==> src/rtl/hazard_unit_mc.sv <==
// Pipeline hazard controller for the 5-stage core: stall/flush vector, E-stage
// forwarding, predictor-error flags, multi-cycle EX busy tracking with timeout,
// post-reset flush sequencing and saturating performance counters.
module hazard_unit_mc #(
  parameter int unsigned REG_AW           = 5,
  parameter int unsigned XLEN             = 32,
  parameter int unsigned RST_FLUSH_CYCLES = 2,
  parameter int unsigned MC_TIMEOUT       = 64,
  parameter int unsigned CNT_W            = 32
) (
  input  logic              clk,
  input  logic              CpuRst,
  input  logic              ICacheMiss,
  input  logic              DCacheMiss,
  input  logic              BranchE,
  input  logic              JalrE,
  input  logic              JalD,
  input  logic              PredE,
  input  logic [XLEN-1:0]   NPC_PredE,
  input  logic [XLEN-1:0]   BrNPC,
  input  logic [REG_AW-1:0] Rs1D,
  input  logic [REG_AW-1:0] Rs2D,
  input  logic [REG_AW-1:0] Rs1E,
  input  logic [REG_AW-1:0] Rs2E,
  input  logic [REG_AW-1:0] RdE,
  input  logic [REG_AW-1:0] RdM,
  input  logic [REG_AW-1:0] RdW,
  input  logic [1:0]        RegReadE,
  input  logic              MemToRegE,
  input  logic              RegWriteM,
  input  logic              RegWriteW,
  input  logic              MultiCycE,
  input  logic              MultiCycDone,
  output logic              StallF,
  output logic              FlushF,
  output logic              StallD,
  output logic              FlushD,
  output logic              StallE,
  output logic              FlushE,
  output logic              StallM,
  output logic              FlushM,
  output logic              StallW,
  output logic              FlushW,
  output logic [1:0]        Forward1E,
  output logic [1:0]        Forward2E,
  output logic [1:0]        Pred_Error,
  output logic              McTimeout,
  output logic [CNT_W-1:0]  PredErrCnt,
  output logic [CNT_W-1:0]  StallCycCnt
);

  localparam int unsigned RF_W    = (RST_FLUSH_CYCLES > 2) ? $clog2(RST_FLUSH_CYCLES) : 1;
  localparam int unsigned RF_LAST = (RST_FLUSH_CYCLES == 0) ? 0 : RST_FLUSH_CYCLES - 1;
  localparam int unsigned MC_W    = $clog2(MC_TIMEOUT);
  localparam int unsigned MC_LAST = MC_TIMEOUT - 1;

  // Vector order: {StallF,FlushF,StallD,FlushD,StallE,FlushE,StallM,FlushM,StallW,FlushW}
  localparam logic [9:0] V_FLUSH_ALL = 10'b0101010101;
  localparam logic [9:0] V_STALL_ALL = 10'b1010101010;
  localparam logic [9:0] V_MC_STALL  = 10'b1010100100;
  localparam logic [9:0] V_REDIRECT  = 10'b0001010000;
  localparam logic [9:0] V_LOAD_USE  = 10'b1010010000;
  localparam logic [9:0] V_JAL_D     = 10'b0001000000;

  typedef enum logic [1:0] {S_RST_FLUSH, S_IDLE, S_MC_BUSY} state_e;

  state_e           state_q, state_d;
  logic [RF_W-1:0]  rf_cnt_q, rf_cnt_d;
  logic [MC_W-1:0]  mc_cnt_q, mc_cnt_d;
  logic             timeout_q, timeout_d;
  logic [CNT_W-1:0] pred_cnt_q, stall_cnt_q;

  logic [9:0] vec_c;
  logic [1:0] pred_err_c;
  logic       pred_hit_c;
  logic       cache_miss_c;
  logic       mc_stall_c;
  logic       mc_expired_c;
  logic       load_use_c;

  // Predictor error flags, independent of reset and FSM state
  always_comb begin
    pred_err_c[0] = BranchE & (~PredE | (NPC_PredE != BrNPC));
    pred_err_c[1] = ~BranchE & PredE;
  end

  // Hazard qualifiers
  always_comb begin
    cache_miss_c = ICacheMiss | DCacheMiss;
    mc_stall_c   = ((state_q == S_IDLE) & MultiCycE & ~MultiCycDone) |
                   ((state_q == S_MC_BUSY) & ~MultiCycDone);
    mc_expired_c = (state_q == S_MC_BUSY) & ~MultiCycDone & (mc_cnt_q == MC_W'(MC_LAST));
    load_use_c   = MemToRegE & (RdE != '0) & ((RdE == Rs1D) | (RdE == Rs2D));
  end

  // Next-state and stall/flush vector selection
  always_comb begin
    state_d    = state_q;
    rf_cnt_d   = rf_cnt_q;
    mc_cnt_d   = mc_cnt_q;
    timeout_d  = timeout_q;
    vec_c      = '0;
    pred_hit_c = 1'b0;

    if (CpuRst) begin
      vec_c     = V_FLUSH_ALL;
      state_d   = (RST_FLUSH_CYCLES == 0) ? S_IDLE : S_RST_FLUSH;
      rf_cnt_d  = '0;
      mc_cnt_d  = '0;
      timeout_d = 1'b0;
    end else if (state_q == S_RST_FLUSH) begin
      vec_c = V_FLUSH_ALL;
      if (rf_cnt_q == RF_W'(RF_LAST)) state_d = S_IDLE;
      else                            rf_cnt_d = rf_cnt_q + RF_W'(1);
    end else begin
      // Busy counter keeps running through cache misses; it parks at the limit
      if ((state_q == S_MC_BUSY) && (mc_cnt_q != MC_W'(MC_LAST))) mc_cnt_d = mc_cnt_q + MC_W'(1);

      if (cache_miss_c) begin
        vec_c = V_STALL_ALL;
      end else if (mc_expired_c) begin
        vec_c     = V_REDIRECT;
        timeout_d = 1'b1;
        state_d   = S_IDLE;
      end else if (mc_stall_c) begin
        vec_c = V_MC_STALL;
        if (state_q == S_IDLE) begin
          state_d  = S_MC_BUSY;
          mc_cnt_d = '0;
        end
      end else begin
        state_d = S_IDLE;
        if ((|pred_err_c) | JalrE) begin
          vec_c      = V_REDIRECT;
          pred_hit_c = |pred_err_c;
        end else if (load_use_c) begin
          vec_c = V_LOAD_USE;
        end else if (JalD) begin
          vec_c = V_JAL_D;
        end
      end
    end
  end

  // State, sequencer counters and sticky timeout flag
  always_ff @(posedge clk) begin
    state_q   <= state_d;
    rf_cnt_q  <= rf_cnt_d;
    mc_cnt_q  <= mc_cnt_d;
    timeout_q <= timeout_d;
  end

  // Saturating performance counters
  always_ff @(posedge clk) begin
    if (CpuRst) begin
      pred_cnt_q  <= '0;
      stall_cnt_q <= '0;
    end else begin
      if (pred_hit_c && (pred_cnt_q != '1)) pred_cnt_q <= pred_cnt_q + CNT_W'(1);
      if (vec_c[9] && (stall_cnt_q != '1)) stall_cnt_q <= stall_cnt_q + CNT_W'(1);
    end
  end

  // E-stage forwarding; M has priority over W, x0 never forwarded
  always_comb begin
    Forward1E = 2'b00;
    Forward2E = 2'b00;
    if (!CpuRst) begin
      if (RegWriteM & RegReadE[1] & (RdM == Rs1E) & (RdM != '0))      Forward1E = 2'b10;
      else if (RegWriteW & RegReadE[1] & (RdW == Rs1E) & (RdW != '0)) Forward1E = 2'b01;
      if (RegWriteM & RegReadE[0] & (RdM == Rs2E) & (RdM != '0))      Forward2E = 2'b10;
      else if (RegWriteW & RegReadE[0] & (RdW == Rs2E) & (RdW != '0)) Forward2E = 2'b01;
    end
  end

  assign {StallF, FlushF, StallD, FlushD, StallE, FlushE, StallM, FlushM, StallW, FlushW} = vec_c;
  assign Pred_Error  = pred_err_c;
  assign McTimeout   = timeout_q;
  assign PredErrCnt  = pred_cnt_q;
  assign StallCycCnt = stall_cnt_q;

endmodule

==> config.mk <==
export PLATFORM = sky130hd
export DESIGN_NAME = hazard_unit_mc
export DESIGN_NICKNAME = d
export VERILOG_FILES = /design/src/rtl/hazard_unit_mc.sv
export SDC_FILE = /design/constraint.sdc
export NUM_CORES = 1
export LEC_CHECK = 0
export ABC_AREA = 1
export CORE_ASPECT_RATIO = 1.2
export CORE_MARGIN = 1
export CORE_UTILIZATION = 46
export CTS_CLUSTER_SIZE = 24
export DETAILED_ROUTE_END_ITERATION = 8
export PLACE_DENSITY_LB_ADDON = 0.2
export SLEW_MARGIN = 30
export SYNTH_ARGS = -nofsm -noshare
export SYNTH_HDL_FRONTEND = slang
export SYNTH_SLANG_ARGS = --single-unit
==> constraint.sdc <==
create_clock -name clk -period 2.92 [get_ports clk]
set_clock_uncertainty 0.15 [all_clocks]
set_input_delay 0.584 -clock clk [delete_from_list [all_inputs] [get_ports clk]]
set_output_delay 0.584 -clock clk [all_outputs]
set_load 0.01 [all_outputs]
==> impl_results.md, run 1 <==
* Run status: complete, no violations
* Post-synth EDFFs at 0
* Antenna violations before repair at 0
* WP buf/inv at 5
* WHS at ~0.32 ns
* Final setup violation count at 0
* Crit path largest cell delay at about 0.18 ns
* Headroom to the max-slew limit at between 50% and 60%
* Fin. max-slew vios at 0
* Wirelength per Cell at about 14 um
* Share of layout cells above drive strength 1 at roughly 15%
* Critical Path RT at around 2.2 ns
* Hold Path Class: reg -> reg
* Synth cell types at 38
* Clk pin slew, worst setup/hold paths at approximately 0.050 ns
* Worst Hold End: McTimeout$_SDFFE_PP0P_
* Die height at 122.2 um
* Dominant cells by area after synthesis: dfxtp_1, nand2_1, xor2_1
* Hold path startpoint: McTimeout$_SDFFE_PP0P_
* Crit end category: output pin
* Post-synth top area share at between 20% and 30%
* Final Wtd Congestion at 0.9523
* DRT Wirelength at about 18,000 um
* Syn Area/Cell at around 6.2 um2
* Register-to-Register Path Depth at 12
* DRT antenna net count at 0
* Vias/cell at 5.071
* Minimum clock period at 2.839 ns
* Number of max-cap violations at 0
* Core Area at around 12,000 um2
* Diodes inserted at 0
* Sequential-to-total area share from yosys stat at 26.73%
* Congestion Overflow GR at 0
* Slowest CP cell: nor3_2
* Crit path kind: in -> out
* Clock buffer count from CTS at 9
* Longest Clk Path Bufs at 2
* Startpoint types: input pin
* Kind of cell adding the most delay to the critical path: simple AND/OR/NAND/NOR gates
* Row Count at 43
* Critical R2R Launch: StallCycCnt[1]$_SDFFE_PP0P_
* Clk sink count at 74
* PnR worst setup slack at roughly 0.081 ns
* Synthesis Warnings at 0
* Ys flop type: dfxtp_1
* First drt pass iteration count at 5
* Crit path arrival time at between 2 and 2.5 ns
* Die width at roughly 100 um
* DR vias at 6,491
* Cell Chain, Critical Path: clkdlybuf4s15_1 > inv_1 > nor2_1 > nor3_2 > nand3_1 > nor2_1 > nand2_1 > nand2_2 > inv_2 > nor2_2 > nand4_1 > buf_4 > a21oi_2 > nor2_2 > buf_2
* Post-DP HPWL at between 10,000 and 15,000 um
* Synth-to-Final Area Change at 45.24%
* Power Total at around 3000 uW
* Part of the cycle the worst path needs at between 90% and 100%
* Mapped Cells at 893
* Async SR Flop Fraction at 0%
* Final hold violation count at 0
* # H-tree levels at 3
* # nets final at around 1,200
* Port-buffer cells at ~190
* Layout fillers at 1,083
* Synth area leader: dfxtp_1
* Initial drt markers at 284
* Power Density at around 380 nW/um2
* Tightest Pin Transition at 0.6699 ns
* P_leak at between 0.003 and 0.004 uW
* Vias in the first global route at a little over 6,000
* GRT Overall Usage at roughly 29%
* Pre-CTS WS at -0.5748 ns
* IO Pins at between 150 and 200
* Peak Freq at roughly 0.35 GHz
* Worst hold path stage count at 1
* Remaining DRCs at 0
* Initial cell density of the core at 47.48%
* Pin count of the biggest net entering global routing at between 60 and 70
* Mapped Nets at a little over 1,000
* Synth Cell Area at 5543 um2
* CTS tree: built
* Seq cells post-synth at 74
* R2R Path End: StallCycCnt[24]$_SDFFE_PP0P_
* VDD IR max at 0.3712 mV
* CP Max Fanout at 2
* Hold Buf Count CTS at 0
* First-pass GRT wire length at 28,390 um
* RSZ-0062 raised after global routing: true
* Die area at around 12,000 um2
* Skew-Pair Late Insertion Delay at around 0.33 ns
* Root cell of the clock tree: clkbuf_16
* R2R Setup Slk at roughly 0.44 ns
report_power, final:
group / switching (uW) / total (uW) / internal, uW
combinational: 435 / 813 / 378
clock: 410 / 1180 / 765
sequential: 25.8 / 1070 / 1040
total: 871 / 3050 / 2180
cells in the mapped netlist (2+ instances only):
master,instances
o2111ai_1,2
clkbuf_1,11
buf_2,10
nand2_2,3
nor2_1,100
buf_6,3
dfxtp_1,74
o21ai_0,10
inv_1,104
o22ai_1,2
xnor2_1,29
nor4_1,17
or2_2,6
nand4_1,28
ha_1,3
xor2_1,60
nor3b_1,3
nor3_1,37
a21oi_1,69
nand2_1,249
nand3_1,53
buf_4,3
nor2_4,2
layout make-up:
class	count	area [um2]	area share (%)
Tap cell	157	196.4	2.440
Clock buffer	10	239.0	2.969
Sequential cell	74	1481	18.40
Timing Repair Buffer	242	2039	25.33
Clock inverter	5	78.83	0.9792
Inverter	105	394.1	4.896
Multi-Input combinational cell	687	3621	44.98
routing by layer:
| layer | share of wire (%) | GRT usage [%] |
|---|---|---|
| met5 | 0 | 0 |
| met4 | 3.4 | 10.80 |
| met3 | 5.7 | 4.385 |
| met2 | 51 | 52.27 |
| met1 | 40 | 32.89 |
cells in the final DEF (no fill, tap or decap), drive strengths merged:
cell / instances
nand3: 53
dlymetal6s2s: 2
clkinv: 3
nor4b: 1
nor2: 103
ha: 3
inv: 105
nor4: 17
xor2: 60
clkdlybuf4s50: 112
o2111ai: 2
a32o: 1
bufinv: 2
dlygate4sd2: 7
nor3: 39
a21boi: 1
a211oi: 1
xnor2: 29
clkbuf: 43
o21ai: 11
o211ai: 1
mux2i: 1
nand2: 253
a21oi: 69
a31oi: 1
clkdlybuf4s15: 16
nand4: 29
o22ai: 2
or2: 7
dfxtp: 74
nor3b: 3
buf: 72
worst register-to-register path, cell delays in order (launching register included):
cell,delay [ns]
dfxtp_1,0.39
ha_1,0.25
inv_1,0.09
nor2_4,0.17
nand2_2,0.12
nor2_4,0.14
nand2_2,0.12
nor3_4,0.20
nand4_4,0.21
nand2_4,0.14
buf_4,0.17
nand2_1,0.09
a21oi_1,0.16
worst max-delay path by stage:
stage | cells past startpoint | startpoint | to | slack, ns
2_1_floorplan | 8 | CpuRst | StallF | 0.28
5_1_grt | 17 | NPC_PredE[26] | FlushE | -0.04
4_1_cts | 17 | NPC_PredE[21] | FlushE | 0.0005
3_3_place_gp | 14 | BrNPC[10] | FlushD | -0.55
3_5_place_dp | 14 | NPC_PredE[10] | FlushD | -0.57
6_report | 15 | NPC_PredE[3] | FlushE | 0.08
cells by family (layout without fill, tap and decap cells):
| family | count (synthesis) | in the layout | share of synthesized area, % |
|---|---|---|---|
| compound gates | 89 | 89 | 8.465 |
| xor+xnor | 89 | 89 | 14.06 |
| simple gates | 505 | 505 | 40.11 |
| buf+inv | 132 | 362 | 9.774 |
| mux | 1 | 1 | 0.1806 |
| fa+ha+maj | 3 | 3 | 0.6773 |
| flops | 74 | 74 | 26.73 |
through the flow:
stage	setup TNS [ns]	utilization, %	instance area (um2)	std cells
3_3_place_gp	-7.378	67.12	7836	1256
5_1_grt	-0.04616	68.95	8050	1280
2_1_floorplan	0	-	5543	893
4_1_cts	0	69.65	8132	1279
6_report	0	68.95	8050	1280
3_5_place_dp	-8.016	67.12	7836	1256
what timing repair did:
action	4_1_cts	5_1_grt
pin swaps	64	62
setup endpoints to repair	11	20
resized for setup	180	90
setup buffers	8	1
registers in the layout, summed over array words and instances (netlist names):
name	count
rf_cnt_q	1
McTimeout	1
state_q	2
PredErrCnt	32
StallCycCnt	32
mc_cnt_q	6
Note: power is estimated with default switching activity, not from simulation.
==> inputs of run 2 (changes only) <==
--- a/config.mk
+++ b/config.mk
@@ -12,6 +12,7 @@
 export CTS_CLUSTER_SIZE = 24
 export DETAILED_ROUTE_END_ITERATION = 8
 export PLACE_DENSITY_LB_ADDON = 0.2
+export RECOVER_POWER = 100
 export SLEW_MARGIN = 30
 export SYNTH_ARGS = -nofsm -noshare
 export SYNTH_HDL_FRONTEND = slang
==> impl_results.md, run 2 (synthesis results as in run 1) <==
* Placed cell count at 1,256 (unchanged)
* Final setup violation count at 0 (unchanged)
* Clock power share at 38.7% (+0.2 points)
* Commonest non-fill, non-tap cell in the layout: nand2_1
* # H-tree levels at 3 (unchanged)
* PnR worst setup slack at 0.08148 ns (+0.0009644 ns)
* DRT Wirelength at 17,500 um (-0.27%)
* Fin. max-slew vios at 0 (unchanged)
* Pint at 2167 uW (-0.75%)
* Vias/cell at 5.074 (about the same)
* Clk sink count at 74 (unchanged)
* Combinational Power Share at 26.2% (-0.4 points)
* Wirelength per Cell at 13.67 um (-0.27%)
* Crit end category: output pin
* Final core occ at 68.66% (-0.29 points)
* Crit path kind: in -> out
* Number of max-cap violations at 0 (unchanged)
* Post-DP HPWL at 13,670 um (unchanged)
* Part of the cycle the worst path needs at 97.21% (about the same)
* Sw Ratio at 28.56% (+0.052 points)
* DRT antenna net count at 0 (unchanged)
* Startpoint types: input pin
* Final Non-Filler Cells at 1,280 (unchanged)
* Port-buffer cells at 194 (unchanged)
* DR top layer: met4
* Power Density at 378.4 nW/um2 (-0.26%)
* Tightest Pin Transition at 1.313 ns (+0.6434 ns)
* Die height at 122.2 um (unchanged)
* Initial drt markers at 313 (+10%)
* Diodes inserted at 0 (unchanged)
* First-pass GRT wire length at 28,390 um (unchanged)
* Headroom to the max-slew limit at 12.44% (-43 points)
* Peak Freq at 0.3523 GHz (about the same)
* Critical Path RT at 2.19 ns (about the same)
* Minimum clock period at 2.839 ns (-0.0009644 ns)
* Die width at 102.2 um (unchanged)
* Skew-Pair Late Insertion Delay at 0.32 ns (about the same)
* GRT Overall Usage at 28.53% (unchanged)
* Hold Buf Count CTS at 0 (unchanged)
* Core Area at 11,670 um2 (unchanged)
* First drt pass iteration count at 5 (unchanged)
* Antenna violations before repair at 0 (unchanged)
* Final hold violation count at 0 (unchanged)
* Die area at 12,490 um2 (unchanged)
* Met2 WL at 8861 um (-0.10%)
* Reg power frac at 35.2% (+0.3 points)
* Synth-to-Final Area Change at 44.63%
* Vias in the first global route at 6,105 (unchanged)
* Initial cell density of the core at 47.48% (unchanged)
* Longest Clk Path Bufs at 2 (unchanged)
* Crit path arrival time at 2.10 ns (about the same)
* Clk pin slew, worst setup/hold paths at 0.05 ns (about the same)
* Clock buffer count from CTS at 9 (unchanged)
* Pre-CTS WS at -0.5748 ns (unchanged)
* CP Max Fanout at 2 (unchanged)
* Sw power at 866.3 uW (-0.50%)
* Most frequent cells in the layout: nand2_1, nor2_1, inv_1
* Fin Setup TNS at 0 ns (unchanged)
* Root cell of the clock tree: clkbuf_16
* VDD IR max at 0.3704 mV (-0.23%)
* RSZ-0062 raised after global routing: true
* Share of layout cells above drive strength 1 at 14.43% (-0.62 points)
* CTS tree: built
* Remaining DRCs at 0 (unchanged)
* Hold Path Class: reg -> reg
* Layout fillers at 1,090 (+0.65%)
* # nets final at 1,236 (unchanged)
* Met1 WL at 7085 um (about the same)
* DR vias at 6,495 (+0.062%)
* Pin count of the biggest net entering global routing at 65 (unchanged)
* Metal3 WL at 970 um (-2.6%)
* IO Pins at 195 (unchanged)
* Row Count at 43 (unchanged)
* Run status: complete, no violations
* P_leak at 0.003527 uW (+6.1%)
* WHS at 0.3174 ns (-0.006386 ns)
* Final Wtd Congestion at 0.9523 (unchanged)
* Congestion Overflow GR at 0 (unchanged)
-- run 2: cell count changes in the layout (fill, tap and decap cells not counted), sizes merged --
cell and change:
clkdlybuf4s50 -69, dlygate4sd3 +69, buf -7, clkbuf +7
-- run 2: worst max-delay path, cell delays in order --
cell and delay (ns):
dlygate4sd2_1 0.24, nand2_1 0.06, nand4_1 0.08, nor2_1 0.11, nand2_1 0.07, nor2_1 0.09, nand2_1 0.08, nand2_2 0.08
inv_2 0.04, nor2_2 0.09, nand4_1 0.12, buf_4 0.16, a21oi_2 0.10, nor2_2 0.05, buf_2 0.13
-- run 2: cell type report --
class / count / area (um2) / share of cell area, %
clock inverters: 5 / 78.83 / 0.9833
multi-input cells: 687 / 3613 / 45.08
clock buffers: 10 / 239.0 / 2.981
flip-flops and latches: 74 / 1481 / 18.48
well taps: 157 / 196.4 / 2.450
inverters: 105 / 394.1 / 4.916
repair buffers: 242 / 2013 / 25.11
-- run 2: layer usage --
layer  global-route usage, %  vias to the layer above
met2                   52.27                      200
met5                       0                        -
li1                        -                     3333
met3                   4.385                       47
met1                   32.89                     2915
met4                   10.80                        0
-- run 2: timing repair --
action                                  4_1_cts  5_1_grt
resized for setup                           180       90
endpoints found under the hold margin         0        0
pin swaps                                    64       62
buffers inserted                              8        1
endpoints found under the setup margin       11       20
-- run 2: path summary, 6_finish.rpt --
check | end | cells after the start | slack (ns) | from
max | FlushE | 15 | 0.08 | BrNPC[19]
min | McTimeout$_SDFFE_PP0P_ | 1 | 0.32 | McTimeout$_SDFFE_PP0P_
max reg2reg | PredErrCnt[17]$_SDFFE_PP0P_ | 10 | 0.39 | PredErrCnt[1]$_SDFFE_PP0P_
min reg2reg | McTimeout$_SDFFE_PP0P_ | 1 | 0.32 | McTimeout$_SDFFE_PP0P_
-- run 2: power groups by stage --
stage               Clock (uW)  Combinational (uW)  Sequential (uW)
floorplan                    0                 428             1090
global placement             0                 823             1090
detailed placement           0                 830             1090
CTS                       1190                 802             1070
global route              1240                 885             1070
finish                    1170                 794             1070
-- run 2: stage by stage --
step / power [uW] / cell area, um2
floorplan: 1517 / 5543
global placement: 1911 / 7836
detailed placement: 1918 / 7836
CTS: 3063 / 8132
global route: 3193 / 8016
finish: 3034 / 8016
==> inputs of run 3 (changes only) <==
--- a/config.mk
+++ b/config.mk
@@ -13,6 +13,7 @@
 export DETAILED_ROUTE_END_ITERATION = 8
 export PLACE_DENSITY_LB_ADDON = 0.2
 export RECOVER_POWER = 100
+export SETUP_SLACK_MARGIN = 0.05
 export SLEW_MARGIN = 30
 export SYNTH_ARGS = -nofsm -noshare
 export SYNTH_HDL_FRONTEND = slang
==> impl_results.md, run 3 (synthesis results as in run 1) <==
* Antenna violations before repair at 0 (unchanged)
* Crit path largest cell delay at 0.59 ns (+0.35 ns)
* First-pass GRT wire length at 28,340 um (-0.19%)
* Slowest CP cell: clkdlybuf4s50_1
* Worst hold path stage count at 1 (unchanged)
* WP buf/inv at 3 (-1)
* Final setup violation count at 0 (unchanged)
* Congestion Overflow GR at 0 (unchanged)
* Crit end category: output pin
* Crit path arrival time at 2.11 ns (about the same)
* Share of layout cells above drive strength 1 at 17.21% (+2.8 points)
* Clk sink count at 74 (unchanged)
* # nets final at 1,240 (+0.32%)
* RSZ-0062 raised after global routing: true
* Clk pin slew, worst setup/hold paths at 0.05 ns (about the same)
* Register area at 1481 um2 (unchanged)
* Die height at 122.2 um (unchanged)
* Fin. max-slew vios at 0 (unchanged)
* Register-to-Register Path Depth at 12 (+2)
* Root cell of the clock tree: clkbuf_16
* Row Count at 43 (unchanged)
* Die area at 12,490 um2 (unchanged)
* Most frequent cells in the layout: nand2_1, nor2_1, inv_1
* Fin Setup TNS at 0 ns (unchanged)
* Peak Freq at 0.3518 GHz (-0.13%)
* Initial drt markers at 310 (-0.96%)
* Worst path depth at 5 (-10)
* Part of the cycle the worst path needs at 97.34% (+0.13 points)
* First drt pass iteration count at 5 (unchanged)
* Clock buffer count from CTS at 9 (unchanged)
* Initial cell density of the core at 47.48% (unchanged)
* Tightest Pin Transition at 1.311 ns (-0.002030 ns)
* Pin count of the biggest net entering global routing at 65 (unchanged)
* Post-route cell area at 8094 um2 (+0.97%)
* Critical Path RT at 2.19 ns (about the same)
* Final hold violation count at 0 (unchanged)
* Power Density at 376.7 nW/um2 (-0.46%)
* Final Wtd Congestion at 0.9523 (unchanged)
* Cell mode on critical path: nor2_1
* PnR worst setup slack at 0.07769 ns (-0.003784 ns)
* Multi-input gate area at 3647 um2 (+0.93%)
* Hold Path Class: reg -> reg
* Core Area at 11,670 um2 (unchanged)
* Skew-Pair Late Insertion Delay at 0.32 ns (about the same)
* DRT Wirelength at 17,510 um (about the same)
* CTS tree: built
* Vias/cell at 5.109 (+0.69%)
* Headroom to the max-slew limit at 12.58% (+0.14 points)
* DR vias at 6,560 (+1.0%)
* P_leak at 0.003645 uW (+3.3%)
* DRT antenna net count at 0 (unchanged)
* Layout fillers at 1,076 (-1.3%)
* Remaining DRCs at 0 (unchanged)
* Number of max-cap violations at 0 (unchanged)
* Minimum clock period at 2.842 ns (+0.003784 ns)
* CP Max Fanout at 2 (unchanged)
* Hold Buf Count CTS at 0 (unchanged)
* Synth-to-Final Area Change at 46.03%
* Port-buffer cells at 194 (unchanged)
* GRT Overall Usage at 28.43% (-0.096 points)
* Startpoint types: input pin
* Diodes inserted at 0 (unchanged)
* Kind of cell adding the most delay to the critical path: buffers and inverters
* Cell Chain, Critical Path: dlygate4sd3_1 > nor2_1 > clkbuf_4 > nor2_1 > clkdlybuf4s50_1
* Crit path kind: in -> out
* Commonest non-fill, non-tap cell in the layout: nand2_1
* Die width at 102.2 um (unchanged)
* # H-tree levels at 3 (unchanged)
* Run status: complete, no violations
* DP Area at 7836 um2 (unchanged)
* Longest Clk Path Bufs at 2 (unchanged)
* IO Pins at 195 (unchanged)
* Wirelength per Cell at 13.64 um (-0.25%)
* Vias in the first global route at 6,138 (+0.54%)
* Post-DP HPWL at 13,670 um (unchanged)
* Final core occ at 69.33% (+0.66 points)
* Pre-CTS WS at -0.5748 ns (unchanged)
* VDD IR max at 0.3717 mV (+0.35%)
* WHS at 0.3172 ns (-0.0001820 ns)
run 3: cell count changes in the layout (fill, tap and decap cells not counted), sizes merged:
cell and change:
dlygate4sd3 -1, clkdlybuf4s15 -13, buf +22, clkdlybuf4s50 -10, dlymetal6s2s +8, dlygate4sd2 +2, clkbuf -4
run 3: layer usage:
layer	vias up	wire length, um	global-route usage, %
met4	0	663	11.79
met5	-	0	0
met2	223	8764	51.64
met1	2941	7040	32.71
met3	57	1041	4.442
li1	3339	-	-
run 3: cell type report:
cell class | count | area share [%]
Clock inverter | 5 | 0.9739
Timing Repair Buffer | 246 | 25.38
Tap cell | 157 | 2.427
Multi-Input combinational cell | 687 | 45.06
Inverter | 105 | 4.900
Clock buffer | 10 | 2.953
Sequential cell | 74 | 18.30
run 3: worst paths after layout:
| path | endpoint | slack, ns | start |
|---|---|---|---|
| max | StallW | 0.08 | DCacheMiss |
| min | McTimeout$_SDFFE_PP0P_ | 0.32 | McTimeout$_SDFFE_PP0P_ |
| max reg2reg | StallCycCnt[24]$_SDFFE_PP0P_ | 0.43 | StallCycCnt[1]$_SDFFE_PP0P_ |
| min reg2reg | McTimeout$_SDFFE_PP0P_ | 0.32 | McTimeout$_SDFFE_PP0P_ |
run 3: power by group:
part | internal (uW) | total, uW | switching [uW] | leakage, uW
Clock | 765 | 1170 | 410 | 0.000158
Combinational | 370 | 807 | 438 | 0.00289
Sequential | 1040 | 1070 | 25.8 | 0.000597
Total | 2180 | 3050 | 873 | 0.00365
run 3: repair_timing:
item,CTS,global route
pin swaps,77,68
setup endpoints to repair,11,11
buffers inserted,10,3
resized for setup,250,83
run 3: per-stage QoR:
step / power [uW] / std cells
after floorplan: 1517 / 893
after global placement: 1911 / 1256
after detailed placement: 1918 / 1256
after CTS: 3066 / 1281
after global routing: 3208 / 1284
final: 3049 / 1284
